==> src/rtl/sisc_ifetch.sv <==
// Instruction-fetch stage for the SISC core. It owns the PC, runs a req/ack handshake to
// variable-latency instruction memory, and hands fetched words to the datapath via ir.
module sisc_ifetch #(
  parameter int                ADDR_W   = 16,
  parameter logic [ADDR_W-1:0] RESET_PC = '0,
  parameter logic [3:0]        HLT_OP   = 4'hF
) (
  input  logic              clk,
  input  logic              rst_f,
  output logic              imem_req,
  output logic [ADDR_W-1:0] imem_addr,
  input  logic              imem_ack,
  input  logic [31:0]       imem_data,
  output logic [31:0]       ir,
  output logic [ADDR_W-1:0] ir_pc,
  output logic              ir_valid,
  input  logic              ir_ready,
  input  logic              br_taken,
  input  logic [ADDR_W-1:0] br_target,
  output logic              halted,
  output logic [2:0]        fsm_state
);

  // Consumer side: ir is transferred on a cycle where ir_valid && ir_ready at the rising edge;
  // while ir_valid is high and ir_ready is low, ir/ir_pc/ir_valid stay unchanged.
  typedef enum logic [2:0] {
    START   = 3'd0,
    FETCH   = 3'd1,
    FULL    = 3'd2,
    DISCARD = 3'd3,
    HALT    = 3'd4
  } state_t;

  state_t              state, state_n;
  logic [ADDR_W-1:0]   pc, pc_n;
  logic [ADDR_W-1:0]   tgt, tgt_n;
  logic                req_n;
  logic [ADDR_W-1:0]   addr_n;
  logic [31:0]         ir_n;
  logic [ADDR_W-1:0]   ir_pc_n;
  logic                valid_n;
  logic                halted_n;

  assign fsm_state = state;

  always_ff @(posedge clk or posedge rst_f) begin
    if (rst_f) begin
      state     <= START;
      pc        <= RESET_PC;
      tgt       <= '0;
      imem_req  <= 1'b0;
      imem_addr <= RESET_PC;
      ir        <= '0;
      ir_pc     <= '0;
      ir_valid  <= 1'b0;
      halted    <= 1'b0;
    end else begin
      state     <= state_n;
      pc        <= pc_n;
      tgt       <= tgt_n;
      imem_req  <= req_n;
      imem_addr <= addr_n;
      ir        <= ir_n;
      ir_pc     <= ir_pc_n;
      ir_valid  <= valid_n;
      halted    <= halted_n;
    end
  end

  always_comb begin
    state_n  = state;
    pc_n     = pc;
    tgt_n    = tgt;
    req_n    = imem_req;
    addr_n   = imem_addr;
    ir_n     = ir;
    ir_pc_n  = ir_pc;
    valid_n  = ir_valid;
    halted_n = halted;
    case (state)
      START: begin
        state_n = FETCH;
        req_n   = 1'b1;
        if (br_taken) begin
          pc_n   = br_target;
          addr_n = br_target;
        end else begin
          addr_n = pc;
        end
      end
      FETCH: begin
        if (br_taken) begin
          if (imem_ack) begin
            // Returned word belongs to the old path; start the new fetch right away.
            pc_n   = br_target;
            addr_n = br_target;
          end else begin
            tgt_n   = br_target;
            state_n = DISCARD;
          end
        end else if (imem_ack) begin
          ir_n    = imem_data;
          ir_pc_n = pc;
          pc_n    = pc + ADDR_W'(1);
          valid_n = 1'b1;
          req_n   = 1'b0;
          state_n = FULL;
        end
      end
      FULL: begin
        if (br_taken) begin
          valid_n = 1'b0;
          pc_n    = br_target;
          addr_n  = br_target;
          req_n   = 1'b1;
          state_n = FETCH;
        end else if (ir_ready) begin
          valid_n = 1'b0;
          if (ir[31:28] == HLT_OP) begin
            halted_n = 1'b1;
            state_n  = HALT;
          end else begin
            req_n   = 1'b1;
            addr_n  = pc;
            state_n = FETCH;
          end
        end
      end
      DISCARD: begin
        // The outstanding transaction must finish before the redirect can be issued.
        if (imem_ack) begin
          pc_n    = br_taken ? br_target : tgt;
          addr_n  = br_taken ? br_target : tgt;
          state_n = FETCH;
        end else if (br_taken) begin
          tgt_n = br_target;
        end
      end
      HALT: begin
      end
      default: begin
        state_n = START;
      end
    endcase
  end

endmodule

==> config.mk <==
export PLATFORM = sky130hd
export DESIGN_NAME = sisc_ifetch
export DESIGN_NICKNAME = d
export VERILOG_FILES = /design/src/rtl/sisc_ifetch.sv
export SDC_FILE = /design/constraint.sdc
export NUM_CORES = 1
export LEC_CHECK = 0
export CAP_MARGIN = 20
export CORE_ASPECT_RATIO = 0.75
export CORE_MARGIN = 4
export CORE_UTILIZATION = 50
export CTS_CLUSTER_SIZE = 14
export DETAILED_ROUTE_END_ITERATION = 16
export GPL_ROUTABILITY_DRIVEN = 0
export PLACE_DENSITY_LB_ADDON = 0.3
export SLEW_MARGIN = 15
export SYNTH_ARGS = -nofsm -noshare
export SYNTH_HDL_FRONTEND = slang
export SYNTH_SLANG_ARGS = --single-unit
export TNS_END_PERCENT = 50
==> constraint.sdc <==
create_clock -name clk -period 3.2 [get_ports clk]
set_input_delay 0.32 -clock clk [delete_from_list [all_inputs] [get_ports clk]]
set_output_delay 0.32 -clock clk [all_outputs]
set_load 0.02 [all_outputs]
; Word-level counts from Yosys, hierarchy flattened
; Cells that the tools add are included.
[word_totals]
ff_bits = 102
out_inout_bits = 70
word_cells = 77
[op_classes]
reduce_logical = 15
eq_ne = 15
bitwise = 2
n_mux = 35
n_addsub = 1
[ops]
columns = cell, count
row1 = $mux W16, 13
row2 = $pmux W16 S4, 1
row3 = $pmux W16 S3, 1
row4 = $pmux W16 S2, 1
row5 = $mux W3, 7
row6 = $add A16 B1 Y16 const B, 1
row7 = $pmux W3 S5, 1
row8 = $ne A2 B2 Y1 const B, 6
row9 = $ne A3 B3 Y1 const B, 4
row10 = $reduce_and A4 Y1, 3
row11 = $reduce_and A5 Y1, 2
row12 = $mux W1, 9
row13 = $eq A3 B2 Y1 const B, 2
row14 = $reduce_and A3 Y1, 2
row15 = $reduce_and A6 Y1, 1
row16 = $reduce_bool A3 Y1, 2
row17 = $eq A4 B4 Y1 const B, 1
row18 = $reduce_bool A2 Y1, 2
row19 = $reduce_bool A4 Y1, 1
row20 = $eq A3 B1 Y1 const B, 1
row21 = $eq A3 B3 Y1 const B, 1
row22 = $logic_not A3 Y1, 1
row23 = $pmux W1 S3, 1
row24 = $not A1 Y1, 2
row25 = 2 further kinds, 2

; Logic depth before layout (Yosys ltp)
[depth]
word_depth = 5
ltp_mapped = 7
mapped_depth_nobuf = 6

; Worst setup path after synthesis
; No wires, ideal clock.
[synth_path]
kind = flip-flop to flip-flop
from = reg state[0] (netlist: fsm_state[0])
to = reg tgt[0]
t_arrival_ns = 1.788
required_time_ns = 3.075
stages_incl_launch_ff = 5
slack_ns = 1.287
setup_time_ns = 0.125
cell_sequence = dfrtp_1 clkinv_1 nor4_4 buf_6 mux2_2
[synth_between]
elab_chain_cells = 3
word_cells_on_any_way = 8
cone_classes = 5 x eq/ne / 1 x mux / 2 x reduce/logical
[synth_rtl]
columns = element, line_no
row1 = start: declaration, 34  ; state_t state, state_n;
row2 = start signal: assignment, 58  ; state <= state_n;
row3 = $eq A3 B1 Y1 or $eq A3 B2 Y1 (tied branches), 80  ; case (state)
row4 = $ne A2 B2 Y1 (no source line) or $reduce_bool A2 Y1 (tied branches), -
row5 = $reduce_and A4 Y1 (no source line), -
row6 = end signal: assignment, 60  ; tgt <= tgt_n;
row7 = end: declaration, 36  ; logic [ADDR_W-1:0] tgt, tgt_n;
; Parallel ways exist; a longest one is shown, timed or not.
; A chain may end at the register's enable or synchronous reset.

; Final worst setup path
[layout_path]
from = reg state[0] (netlist: fsm_state[0])
to = reg pc[7]
[layout_between]
elab_chain_cells = 4
word_cells_on_any_way = 10
cone_classes = 5 x eq/ne / 1 x mux / 4 x reduce/logical
[layout_rtl]
columns = element, line_no
row1 = $eq A3 B2 Y1 or $logic_not A3 Y1 (tied branches), 80
row2 = $reduce_or A2 Y1 (no source line), -
row3 = $reduce_bool A3 Y1 (no source line), -
row4 = $reduce_and A3 Y1 (no source line), -
row5 = end signal: assignment, 59  ; pc <= pc_n;
row6 = end: declaration, 35  ; logic [ADDR_W-1:0] pc, pc_n;
; Parallel ways exist; a longest one is shown, timed or not.

==> flow_summary.toml <==
[sta]
fin_crit_ps = 2450
drv_slew = 0
hold_slack_ps = 423
clock_skew_ps = 7.53
slew_headroom = 0.388
setup_viol = 0
tns_ps = 0
clock.fmax_mhz = 409
post-route-period-util = 0.765
finalHoldViolations = 0
tightest_slew_ps = 909
rsz0062_at_grt = "false"

[cells_and_area]
drive_gt1_frac = 0.168
syn_to_final_growth_pct = 29.9
antenna_cells = 0
nFillCells = 799
fin_nets = 661

[setup_path]
worstPathRequired_ps = 3440
critPathLaunchType = "flop"
path_max_fanout = 19
critPathArrivalTime_ps = 2690
crit_type = "flop to flop"
crit_path_end_kind = "flop"

[power_and_ir_drop]
power.density_nw_per_um2 = 1000
leakage_nw = 2.86
total_power_mw = 6.85
ir_worst_vdd_mv = 0.419

[synthesis]
syn_inst = 502
syn_avg_cell_area_sq_um = 10.5
ys_seq_area_frac = 0.485
ys_seq_elements = 102
yosysTopAreaCell = "dfrtp_1"
synth_cell_types = 62
async_flop_share = 1.00
syn-cell-area_sq_um = 5260
yosys_warnings = 0
synth_area_leaders = "dfrtp_1 (49%), mux2_2 (13%), o21ai_0 (3.9%)"
syn_nets = 556
synth_top_flop_cell = "dfrtp_1"
synth_top_area_frac = 0.485
synth_edf_count = 0

[grt]
grt_max_degree = 55
grt_pass1_wl_mm = 23.9
antenna_found_initial = 0
grt_overflow = 0
grt.busiest_layer = "met2"
grt_use_total = 0.240
grt_pass1_vias = 4632
grtUsageMet3 = 0.0541
gr-usage-met1 = 0.322
use_met2 = 0.389

[cts]
cts_resized = 0
hold_buffers = 0
cts_sinks = 102
clock_path_buffers = 2
clk_latency_ps = 350
cts_tree = "built"
cts_buffers = 9
ctsRootBufferMaster = "clkbuf_16"
htreeDepth = 3
postCtsSetupBuffers = 0
clk_pin_slew_worst_paths_ps = 70

[routing]
route.detailed.drc = 0
drt-total-wl_mm = 14.4
drtIter0Drc = 485
dr.pass1.iters = 6
viasPerCell = 6.06
num_vias = 4536
drtAntennaViolNets = 0
wl_per_cell_um = 19.3

[die]
ios = 123
core-area_sq_um = 10300
rows = 32
die_area_sq_um = 12200
start_util = 0.511
die_w_um = 126
fp.dieH_um = 96.8

[status]
outcome = "completed"

[placement]
port_buffers = 122
place_hpwl_mm = 10.2

[job]
cap_violations = 0

[worst_hold_path]
min_path_type = "input pin to asynchronous set/reset pin"
## registers in the layout, indices dropped and copies added (netlist names)
signal	cells
imem_addr	16
pc	16
ir_valid	1
ir_pc	16
tgt	16
imem_req	1
halted	1
fsm_state	3
ir	32
## path summary, 6_finish.rpt
| kind | slack [ps] | to | startpoint | depth (start not counted) |
|---|---|---|---|---|
| worst min register to register | 480 | ir_pc[9] | ir_pc[9] | 2 |
| worst max-delay path | 750 | pc[7] | fsm_state[0] | 6 |
| worst max register to register | 750 | pc[7] | fsm_state[0] | 6 |
| max in group asynchronous | 2060 | ir_pc[1] | rst_f | 3 |
| min in group clk | 480 | ir_pc[9] | ir_pc[9] | 2 |
| worst min-delay path | 420 | ir[9] | rst_f | 2 |
## power by group
| part | internal (mW) | switching [mW] | leakage [nW] |
|---|---|---|---|
| sequential | 1.91 | 0.580 | 1.21 |
| clock | 0.572 | 0.489 | 0.135 |
| combinational | 1.62 | 1.68 | 1.52 |
| total | 4.10 | 2.75 | 2.86 |
## area by class of cell
type / count / area (sq um) / area share
Multi-Input combinational cell: 337 / 2400 / 0.351
Tap cell: 136 / 170 / 0.0249
Sequential cell: 102 / 2550 / 0.373
Timing Repair Buffer: 132 / 1330 / 0.195
Inverter: 25 / 96.3 / 0.0141
Clock buffer: 12 / 256 / 0.0375
Clock inverter: 4 / 28.8 / 0.00421
## per-stage QoR
step           instances  cell area [sq um]   util  setup WS (ps)
5_1_grt              748               6830  0.664            608
3_3_place_gp         732               6550  0.636            687
2_1_floorplan        502               5260      -            205
4_1_cts              748               6830  0.664            819
6_report             748               6830  0.664            753
3_5_place_dp         732               6550  0.636            569
## cell usage after synthesis, types with 3 or more instances
cell type,count
mux2_2,63
buf_4,6
nor2b_1,4
inv_1,24
o21ai_0,41
a31oi_1,9
nand2_1,37
nor3_1,5
nor2_1,26
o22ai_1,17
nor4_1,4
o211ai_1,5
nand3_1,13
xor2_1,4
nand2b_1,6
a211oi_1,4
a31o_2,3
buf_2,17
dfrtp_1,102
clkbuf_1,8
and3_1,7
buf_6,5
nand4_1,5
mux2i_1,19
a21oi_1,21
## cell families after synthesis
| family | synth area share |
|---|---|
| AOI/OAI and AO/OA | 0.151 |
| xor gates and xnor gates | 0.00999 |
| adders and majority gates | 0.00238 |
| buffers and inverters | 0.0604 |
| DFF | 0.485 |
| muxes | 0.171 |
| and+or+nand+nor | 0.120 |
## cells in the final DEF, fill, tap and decap left out, types with 4 or more instances in the layout
| master | synthesis | routed |
|---|---|---|
| a211oi_1 | 4 | 4 |
| a21oi_1 | 21 | 21 |
| a31oi_1 | 9 | 9 |
| and3_1 | 7 | 7 |
| buf_4 | 6 | 7 |
| clkbuf_16 | 0 | 9 |
| clkdlybuf4s50_1 | 0 | 122 |
| dfrtp_1 | 102 | 102 |
| inv_1 | 24 | 23 |
| mux2_2 | 63 | 63 |
| mux2i_1 | 19 | 19 |
| nand2_1 | 37 | 37 |
| nand2b_1 | 6 | 6 |
| nand3_1 | 13 | 12 |
| nand4_1 | 5 | 5 |
| nor2_1 | 26 | 26 |
| nor2b_1 | 4 | 4 |
| nor3_1 | 5 | 5 |
| nor4_1 | 4 | 4 |
| o211ai_1 | 5 | 5 |
| o21ai_0 | 41 | 41 |
| o22ai_1 | 17 | 17 |
| xor2_1 | 4 | 4 |
## worst max-delay path, stage by stage, from the launching register on
cell and delay (ps):
dfrtp_1 720, buf_4 320, nor4bb_1 600, o21ai_0 300, a21oi_1 170, o21ai_0 110
o221ai_1 120
## routing by layer
metal  share of wire  routed length, um
met1            0.42               6110
met2            0.48               6990
met3           0.075               1080
met4           0.019                268
met5               0                  0
(Power assumes the default switching activity.)
